==> src/rtl/spi_master_nslave_if.sv <==
// Bus bundle between the system controller and the SPI master.
//   master modport : the SPI master's view (requests in, status and SPI pins out)
//   slave  modport : the controller / SPI-bus side view (mirror of master)
// Signals:
//   tx_start, slave_sel, cpol, cpha, master_data_in : transfer request
//   master_data_out, busy, tx_done, rx_done, sel_err : status and result
//   sclk, mosi, miso, ss_n                           : SPI pins
interface spi_master_nslave_if #(
  parameter int unsigned DATA_W     = 10,
  parameter int unsigned NUM_SLAVES = 4,
  parameter int unsigned SEL_W      = (NUM_SLAVES > 1) ? $clog2(NUM_SLAVES) : 1
) ();
  logic                  tx_start;
  logic [SEL_W-1:0]      slave_sel;
  logic                  cpol;
  logic                  cpha;
  logic [DATA_W-1:0]     master_data_in;
  logic [DATA_W-1:0]     master_data_out;
  logic                  busy;
  logic                  tx_done;
  logic                  rx_done;
  logic                  sel_err;
  logic                  sclk;
  logic                  mosi;
  logic                  miso;
  logic [NUM_SLAVES-1:0] ss_n;

  modport master (
    input  tx_start, slave_sel, cpol, cpha, master_data_in, miso,
    output master_data_out, busy, tx_done, rx_done, sel_err, sclk, mosi, ss_n
  );

  modport slave (
    output tx_start, slave_sel, cpol, cpha, master_data_in, miso,
    input  master_data_out, busy, tx_done, rx_done, sel_err, sclk, mosi, ss_n
  );
endinterface

==> src/rtl/spi_master_nslave.sv <==
// Parametrised SPI master: full-duplex, MSB-first transfers of DATA_W bits to one of
// NUM_SLAVES active-low selects, per-transfer CPOL/CPHA, SCLK half-period = CLK_DIV clks.
// Ports:
//   clk     : system clock, rising edge
//   reset_n : asynchronous active-low reset
//   bus     : spi_master_nslave_if.master (request, status and SPI pins)
// A transfer spans 2*DATA_W+2 half-periods: SETUP, 2*DATA_W SCLK edges (the first one
// ends SETUP), one idle half-period after the last edge, then HOLD.
module spi_master_nslave #(
  parameter int unsigned DATA_W     = 10,
  parameter int unsigned NUM_SLAVES = 4,
  parameter int unsigned CLK_DIV    = 4,
  parameter int unsigned SEL_W      = (NUM_SLAVES > 1) ? $clog2(NUM_SLAVES) : 1
) (
  input logic                 clk,
  input logic                 reset_n,
  spi_master_nslave_if.master bus
);
  localparam int unsigned DivW = (CLK_DIV > 1) ? $clog2(CLK_DIV) : 1;
  localparam int unsigned BitW = $clog2(DATA_W + 1);
  localparam logic [DivW-1:0] DivLast = DivW'(CLK_DIV - 1);
  localparam logic [BitW-1:0] BitInit = BitW'(DATA_W);

  typedef enum logic [1:0] {StIdle, StSetup, StShift, StHold} state_e;

  state_e            state_q, state_d;
  logic [DivW-1:0]   div_q, div_d;
  logic [BitW-1:0]   bit_q, bit_d;
  logic [SEL_W-1:0]  sel_q, sel_d;
  logic              cpol_q, cpol_d;
  logic              cpha_q, cpha_d;
  logic              sclk_q, sclk_d;
  logic              mosi_q, mosi_d;
  logic [DATA_W-1:0] tx_q, tx_d;
  logic [DATA_W-1:0] rx_q, rx_d;
  logic [DATA_W-1:0] rdata_q, rdata_d;
  logic              done_q, done_d;
  logic              sel_err_q, sel_err_d;

  logic                  sel_bad;
  logic                  div_wrap;
  logic                  leading;
  logic                  edge_en;
  logic [NUM_SLAVES-1:0] ss_n_w;

  assign sel_bad  = (32'(bus.slave_sel) >= NUM_SLAVES);
  assign div_wrap = (div_q == DivLast);
  // The next SCLK edge is a leading one while SCLK still sits at its idle level.
  assign leading  = (sclk_q == cpol_q);

  always_comb begin
    state_d   = state_q;
    div_d     = div_q;
    bit_d     = bit_q;
    sel_d     = sel_q;
    cpol_d    = cpol_q;
    cpha_d    = cpha_q;
    sclk_d    = sclk_q;
    mosi_d    = mosi_q;
    tx_d      = tx_q;
    rx_d      = rx_q;
    rdata_d   = rdata_q;
    done_d    = 1'b0;
    sel_err_d = 1'b0;
    edge_en   = 1'b0;

    unique case (state_q)
      StIdle: begin
        mosi_d = 1'b0;
        if (bus.tx_start) begin
          if (sel_bad) begin
            sel_err_d = 1'b1;
          end else begin
            state_d = StSetup;
            sel_d   = bus.slave_sel;
            cpol_d  = bus.cpol;
            cpha_d  = bus.cpha;
            sclk_d  = bus.cpol;
            div_d   = '0;
            bit_d   = BitInit;
            rx_d    = '0;
            if (!bus.cpha) begin
              // Mode with cpha=0 presents the MSB before the first edge.
              mosi_d = bus.master_data_in[DATA_W-1];
              tx_d   = {bus.master_data_in[DATA_W-2:0], 1'b0};
            end else begin
              mosi_d = 1'b0;
              tx_d   = bus.master_data_in;
            end
          end
        end
      end
      StSetup: begin
        div_d = div_wrap ? '0 : div_q + 1'b1;
        if (div_wrap) begin
          edge_en = 1'b1;
          state_d = StShift;
        end
      end
      StShift: begin
        div_d = div_wrap ? '0 : div_q + 1'b1;
        if (div_wrap) begin
          // bit_q reaches 0 on the last trailing edge; the following half-period is idle.
          if (bit_q == '0) begin
            state_d = StHold;
          end else begin
            edge_en = 1'b1;
          end
        end
      end
      StHold: begin
        div_d = div_wrap ? '0 : div_q + 1'b1;
        if (div_wrap) begin
          state_d = StIdle;
          done_d  = 1'b1;
          rdata_d = rx_q;
          mosi_d  = 1'b0;
        end
      end
      default: state_d = StIdle;
    endcase

    if (edge_en) begin
      sclk_d = ~sclk_q;
      if (!leading) begin
        bit_d = bit_q - 1'b1;
      end
      // Drive on leading edges for cpha=1, on trailing edges for cpha=0; sample on the other.
      if (leading == cpha_q) begin
        mosi_d = tx_q[DATA_W-1];
        tx_d   = {tx_q[DATA_W-2:0], 1'b0};
      end else begin
        rx_d = {rx_q[DATA_W-2:0], bus.miso};
      end
    end
  end

  always_ff @(posedge clk or negedge reset_n) begin
    if (!reset_n) begin
      state_q   <= StIdle;
      div_q     <= '0;
      bit_q     <= '0;
      sel_q     <= '0;
      cpol_q    <= 1'b0;
      cpha_q    <= 1'b0;
      sclk_q    <= 1'b0;
      mosi_q    <= 1'b0;
      tx_q      <= '0;
      rx_q      <= '0;
      rdata_q   <= '0;
      done_q    <= 1'b0;
      sel_err_q <= 1'b0;
    end else begin
      state_q   <= state_d;
      div_q     <= div_d;
      bit_q     <= bit_d;
      sel_q     <= sel_d;
      cpol_q    <= cpol_d;
      cpha_q    <= cpha_d;
      sclk_q    <= sclk_d;
      mosi_q    <= mosi_d;
      tx_q      <= tx_d;
      rx_q      <= rx_d;
      rdata_q   <= rdata_d;
      done_q    <= done_d;
      sel_err_q <= sel_err_d;
    end
  end

  // Selects decode straight from state so an asynchronous reset releases them at once.
  always_comb begin
    ss_n_w = '1;
    if (state_q != StIdle) begin
      for (int unsigned i = 0; i < NUM_SLAVES; i++) begin
        if (32'(sel_q) == i) begin
          ss_n_w[i] = 1'b0;
        end
      end
    end
  end

  assign bus.ss_n            = ss_n_w;
  assign bus.busy            = (state_q != StIdle);
  assign bus.sclk            = sclk_q;
  assign bus.mosi            = mosi_q;
  assign bus.master_data_out = rdata_q;
  assign bus.tx_done         = done_q;
  assign bus.rx_done         = done_q;
  assign bus.sel_err         = sel_err_q;
endmodule

==> src/flat_wrapper.sv <==
// flat-port wrapper written by rule: the top's interface ports become plain ports
module spi_master_nslave_flat 
#(
  parameter int unsigned DATA_W     = 10,
  parameter int unsigned NUM_SLAVES = 4,
  parameter int unsigned CLK_DIV    = 4,
  parameter int unsigned SEL_W      = (NUM_SLAVES > 1) ? $clog2(NUM_SLAVES) : 1
)
  (clk, reset_n, bus_tx_start, bus_slave_sel, bus_cpol, bus_cpha, bus_master_data_in, bus_miso, bus_master_data_out, bus_busy, bus_tx_done, bus_rx_done, bus_sel_err, bus_sclk, bus_mosi, bus_ss_n);
  spi_master_nslave_if #(.DATA_W(DATA_W), .NUM_SLAVES(NUM_SLAVES), .SEL_W(SEL_W)) bus_i ();
  input logic clk;
  input logic reset_n;
  input wire logic [$bits(bus_i.tx_start)-1:0] bus_tx_start;
  input wire logic [$bits(bus_i.slave_sel)-1:0] bus_slave_sel;
  input wire logic [$bits(bus_i.cpol)-1:0] bus_cpol;
  input wire logic [$bits(bus_i.cpha)-1:0] bus_cpha;
  input wire logic [$bits(bus_i.master_data_in)-1:0] bus_master_data_in;
  input wire logic [$bits(bus_i.miso)-1:0] bus_miso;
  output wire logic [$bits(bus_i.master_data_out)-1:0] bus_master_data_out;
  output wire logic [$bits(bus_i.busy)-1:0] bus_busy;
  output wire logic [$bits(bus_i.tx_done)-1:0] bus_tx_done;
  output wire logic [$bits(bus_i.rx_done)-1:0] bus_rx_done;
  output wire logic [$bits(bus_i.sel_err)-1:0] bus_sel_err;
  output wire logic [$bits(bus_i.sclk)-1:0] bus_sclk;
  output wire logic [$bits(bus_i.mosi)-1:0] bus_mosi;
  output wire logic [$bits(bus_i.ss_n)-1:0] bus_ss_n;
  assign bus_i.tx_start = bus_tx_start;
  assign bus_i.slave_sel = bus_slave_sel;
  assign bus_i.cpol = bus_cpol;
  assign bus_i.cpha = bus_cpha;
  assign bus_i.master_data_in = bus_master_data_in;
  assign bus_i.miso = bus_miso;
  assign bus_master_data_out = bus_i.master_data_out;
  assign bus_busy = bus_i.busy;
  assign bus_tx_done = bus_i.tx_done;
  assign bus_rx_done = bus_i.rx_done;
  assign bus_sel_err = bus_i.sel_err;
  assign bus_sclk = bus_i.sclk;
  assign bus_mosi = bus_i.mosi;
  assign bus_ss_n = bus_i.ss_n;
  spi_master_nslave #(.DATA_W(DATA_W), .NUM_SLAVES(NUM_SLAVES), .CLK_DIV(CLK_DIV), .SEL_W(SEL_W)) u_core (.clk(clk), .reset_n(reset_n), .bus(bus_i));
endmodule
==> config.mk <==
export PLATFORM = sky130hd
export DESIGN_NAME = spi_master_nslave_flat
export DESIGN_NICKNAME = d
export VERILOG_FILES = /design/src/rtl/spi_master_nslave_if.sv /design/src/rtl/spi_master_nslave.sv /design/src/flat_wrapper.sv
export SDC_FILE = /design/constraint.sdc
export NUM_CORES = 1
export LEC_CHECK = 0
export CAP_MARGIN = 5
export CORE_MARGIN = 2
export CORE_UTILIZATION = 53
export DETAILED_ROUTE_END_ITERATION = 6
export PLACE_DENSITY = 0.89
export SLEW_MARGIN = 40
export SYNTH_ARGS = -nofsm -noshare
export SYNTH_HDL_FRONTEND = slang
export SYNTH_SLANG_ARGS = --single-unit
==> constraint.sdc <==
create_clock -name clk -period 2.3 [get_ports clk]
set_input_delay 0.69 -clock clk [delete_from_list [all_inputs] [get_ports clk]]
set_output_delay 0.69 -clock clk [all_outputs]
set_load 0.005 [all_outputs]
# After elaboration in Yosys (flattened, before gate mapping)
# Index checks and enable logic that the tools add are counted.
# totals
reg_bits	45
wordCells	81
# op_classes
n_eq_ne	14
mux	41
n_bitwise	1
addsub	2
reduce_logical	11
# op_table
operator	count
$mux W10	9
$mux W4	5
$mux W1	16
$mux W2	7
$eq A2 B2 Y1 const B	5
$ne A2 B1 Y1 const B	4
$pmux W2 S4	1
$reduce_and A2 Y1	3
$reduce_bool A2 Y1	3
$reduce_and A5 Y1	1
$eq A2 B1 Y1 const B	2
$logic_not A2 Y1	2
$logic_not A4 Y1	1
$pmux W1 S2	2
$pmux W2 S2	1
$sub A4 B1 Y4 const B	1
$reduce_or A3 Y1	1
$add A2 B1 Y2 const B	1
$eq A1 B1 Y1	2
$ne A2 B2 Y1 const B	1
$not A1 Y1	1

# Longest topological paths before layout
# logic_depth
depth_word	6
depth_mapped	7

# Worst setup path before layout
# No wires, ideal clock.
# synth_path
path_type	in2reg
startpoint	input port bus_tx_start
endpoint	register u_core.tx_q[8]
stages	6
setup_slack_ns	0.298
t_arrival_ns	1.876
path_buffers	3
cell_sequence	clkbuf_1 -> and2_1 -> buf_2 -> clkbuf_1 -> a21oi_1 -> mux2_4
# synth_via
elab_chain_len	4
# synth_lines
item	line	text
start: declaration	flat_wrapper.sv:13	input wire logic [$bits(bus_i.tx_start)-1:0] bus_tx_start;
$mux W10 (*)	spi_master_nslave.sv:70	if (bus.tx_start) begin
$mux W10 (*)	spi_master_nslave.sv:67	unique case (state_q)
$mux W10	spi_master_nslave.sv:129	if (leading == cpha_q) begin
$mux W10 (*)	spi_master_nslave.sv:123	if (edge_en) begin
net u_core.tx_d[8]	spi_master_nslave.sv:34	logic [DATA_W-1:0] tx_q, tx_d;
end signal: assignment	spi_master_nslave.sv:162	tx_q <= tx_d;
end: declaration	spi_master_nslave.sv:34	
# The timed path passes the listed nets; every way through them passes the cells marked *.
# A chain may end at the register's enable or synchronous reset.

# Final worst setup path
# layout_path
startpoint	register u_core.state_q[0]
endpoint	output port bus_ss_n[3]
# layout_via
elab_chain_len	2
# layout_lines
item	line	text
start: declaration	spi_master_nslave.sv:26	state_e state_q, state_d;
start signal: assignment	spi_master_nslave.sv:140	state_q <= StIdle;
start signal: assignment	spi_master_nslave.sv:154	state_q <= state_d;
$reduce_bool A2 Y1	spi_master_nslave.sv:173	if (state_q != StIdle) begin
$mux W4	spi_master_nslave.sv:173	
end: declaration	flat_wrapper.sv:26	output wire logic [$bits(bus_i.ss_n)-1:0] bus_ss_n;
# No other way between the ends.

==> metrics.md <==
| Metric | Value |
|---|---|
| Status | `complete, no violations` |
| Yosys cell types | `45` |
| DR vias | `1739` |
| Setup crit end kind | `output port` |
| N_diodes | `0` |
| Setup crit end | `bus_ss_n[3]` |
| H-tree depth | `2` |
| Initial antenna violation count | `0` |
| # IOs | `38` |
| Layout overhead on the synthesized area | `26.0%` |
| IO Port Bufs | `36` |
| Worst path required time | `1610 ps` |
| Sequential fraction of design power | `38.6%` |
| Filler cells | `276` |
| Largest net degree at the start of global routing | `23` |
| Cell family contributing the most delay on the critical path | `buffers and inverters` |
| Post-placement cell count | `306` |
| Clk buf depth | `2` |
| GRT met3 Usage | `5.05%` |
| CTS Sinks | `45` |
| Site Rows | `23` |
| Cts hold-fix bufs | `0` |
| Reg-to-reg endpoint | `u_core.state_q[1]$_DFFE_PN0P_` |
| DR WL/cell | `15.2 um` |
| CTS buffer count | `5` |
| Initial core utilization | `56.2%` |
| Crit-path most repeated cell | `inv_2` |
| Post-Route Utilization | `70.9%` |
| Setup TNS | `0 ps` |
| Net Count, Synth | `243` |
| Gr usage total | `21.4%` |
| Final min period | `2270 ps` |
| Gr busiest metal | `met2` |
| Crit-path cells | `inv_2, ha_4, inv_2, nand3_1, clkdlybuf4s50_1` |
| Peak Freq | `0.441 GHz` |
| DRT iter0 DRCs | `162` |
| Worst r2r src | `u_core.bit_q[0]$_DFF_PN0_` |
| Global route total overflow | `0` |
| CP peak stage delay | `490 ps` |
| Post-Synthesis Cell Area | `2300 um^2` |
| Layout Skew | `8.26 ps` |
| Endpoints failing setup | `0` |
| CP Class | `reg2out` |
| DIE WIDTH | `69.9 um` |
| Final slew viol count | `0` |
| GR Util met2 | `36.1%` |
| Net Sw Frac | `35.0%` |
| Clock root cell | `clkbuf_8` |
| Drt pass-1 iters | `4` |
| Final hold vios | `0` |
| Post-Layout Cell Count | `318` |
| Ys flop type | `dfrtp_1` |
| Vias in the first global route | `1802` |
| Synth Instances | `218` |
| R2R Setup Slk | `320 ps` |
| Comb pwr share | `45.0%` |
| Final ANT Viol Nets | `0` |
| Leakage | `1.31 nW` |
| Pwr/cell area | `1040 nW/um^2` |
| Syn Area/Cell | `10.5 um^2` |
| Vias per cell | `5.47` |
| DRC | `0` |
| Period utilization | `98.6%` |
| RePlAce Congestion | `0.782` |
| Final WL | `4.82 mm` |
| Die height | `69.9 um` |
| Critical path depth | `5` |
| Reg clk slew, reported paths | `90 ps` |
| Routing usage on met1 | `27.1%` |
| Fraction of layout cells with a size suffix above 1 | `18.3%` |
| Core area | `4090 um^2` |
| Slowest-stage cell, CP | `clkdlybuf4s50_1` |
| Critical Path Source Type | `flop` |
| Crit-path max FO | `4` |
| Internal power | `1.95 mW` |
| Die ar. | `4880 um^2` |
| Max_cap viols | `0` |
| Synth warn | `0` |
| Worst VDD drop | `950 uV` |
| Post-synthesis register bit count | `45` |
| Hold Crit Class | `in2async` |
| Critical path buffers and inverters | `3` |
| Clock share of power | `16.3%` |
| Net switching power | `1.05 mW` |
| Worst-skew pair later-pin latency | `310 ps` |
| Tot Pwr | `3.00 mW` |
| Worst path arrival time | `1580 ps` |
| Post-synth ARST share | `100%` |
| Post-synth EDFFs | `0` |
| CTS tree | `yes` |
| Post-synthesis sequential area ratio | `49.0%` |
| Reg2reg path depth | `5` |
| Worst Setup SP | `u_core.state_q[0]$_DFFE_PN0P_` |
| First-pass GRT wire length | `8.38 mm` |
| Layout Nets | `292` |
| Final HPWL DP | `3.40 mm` |
-- worst min path at each step --
stage	startpoint	endpoint	slack (ps)	cells after the start
after CTS	reset_n	u_core.rx_q[9]$_DFF_PN0_	330	1
after global routing	reset_n	u_core.rx_q[9]$_DFF_PN0_	360	1
after detailed placement	u_core.bus.master_data_out[5]$_DFFE_PN0P_	u_core.bus.master_data_out[5]$_DFFE_PN0P_	470	2
after global placement	u_core.bus.master_data_out[5]$_DFFE_PN0P_	u_core.bus.master_data_out[5]$_DFFE_PN0P_	460	2
after floorplan	reset_n	u_core.bit_q[0]$_DFF_PN0_	390	0
final	reset_n	u_core.rx_q[9]$_DFF_PN0_	330	1
-- per-layer routing --
metal	wire length [um]	up-vias	share of wire, %
met4	82	0	1.7
met1	2100	852	43
met3	189	8	3.9
met5	0	-	0
met2	2450	33	51
li1	-	846	-
-- layout by cell type, fill, tap and decap left out, types with 2 or more instances in the layout --
master,count
clkinvlp_4,2
nand2_1,36
o21ai_0,11
dfrtp_1,45
inv_2,3
clkbuf_8,5
nand2b_1,2
mux2_4,7
nor2b_1,3
nand3_1,3
o31ai_1,2
or3_1,2
clkdlybuf4s50_1,33
inv_1,14
mux2_2,4
buf_4,18
mux2i_1,22
a21oi_1,16
ha_1,6
nor2_1,3
a21boi_0,2
-- cell type report --
type                       count  area (um^2)  share of cell area (%)
sequential                    45         1130                    38.9
timing repair buffer          54          492                    17.0
inverter                      17         63.8                    2.20
multi-input combinational    144         1060                    36.7
clock inverter                 2         15.0                   0.519
clock buffer                   6         72.6                    2.51
tap                           50         62.6                    2.16
-- metrics by stage --
step | cell area [um^2] | hold WS, ps | setup slack (ps)
2_1_floorplan | 2300 | 394 | 298
3_3_place_gp | 2760 | 463 | 170
3_5_place_dp | 2760 | 470 | 132
4_1_cts | 2890 | 334 | 4.82
5_1_grt | 2900 | 362 | -7.82
6_report | 2900 | 333 | 31.6
-- flip-flops by register name (all words and copies together) (netlist names), 2 cells and up --
| signal | count |
|---|---|
| u_core.rx_q | 10 |
| u_core.state_q | 2 |
| u_core.bus.master_data_out | 10 |
| u_core.tx_q | 10 |
| u_core.div_q | 2 |
| u_core.bit_q | 4 |
| u_core.sel_q | 2 |
-- power by group through the flow --
stage          Clock (mW)  Sequential (mW)  Combinational, mW
5_1_grt             0.532             1.19               1.48
2_1_floorplan           0             1.13              0.839
6_report            0.491             1.16               1.35
3_5_place_dp            0             1.18               1.23
4_1_cts             0.500             1.16               1.32
3_3_place_gp            0             1.16               1.18
-- Yosys cell counts, types with 3 or more instances --
library cell  count  area, um^2
nand3_1           3        15.0
dfrtp_1          45        1130
mux2i_1          22         220
o21ai_0          11        55.1
nand2_1          36         135
a21oi_1          16        80.1
inv_1            17        63.8
ha_1              7        87.6
mux2_2            4        45.0
clkbuf_1          6        22.5
nor2_1            3        11.3
nor2b_1           3        18.8
mux2_4            7         105
-- what timing repair did --
action | CTS | global route
buffers inserted | 3 | 1
pin swaps | 1 | 0
setup endpoints to repair | 5 | 4
resized for setup | 5 | 2
-- logic make-up after synthesis --
kind of cell	synth area share (%)
AOI/OAI and AO/OA	11.1
xor gates and xnor gates	1.36
adders and majority gates	3.81
buffers and inverters	5.50
DFF	49.0
muxes	16.1
other	0.163
and+or+nand+nor	13.0
Power figures use the tool's default switching activity.
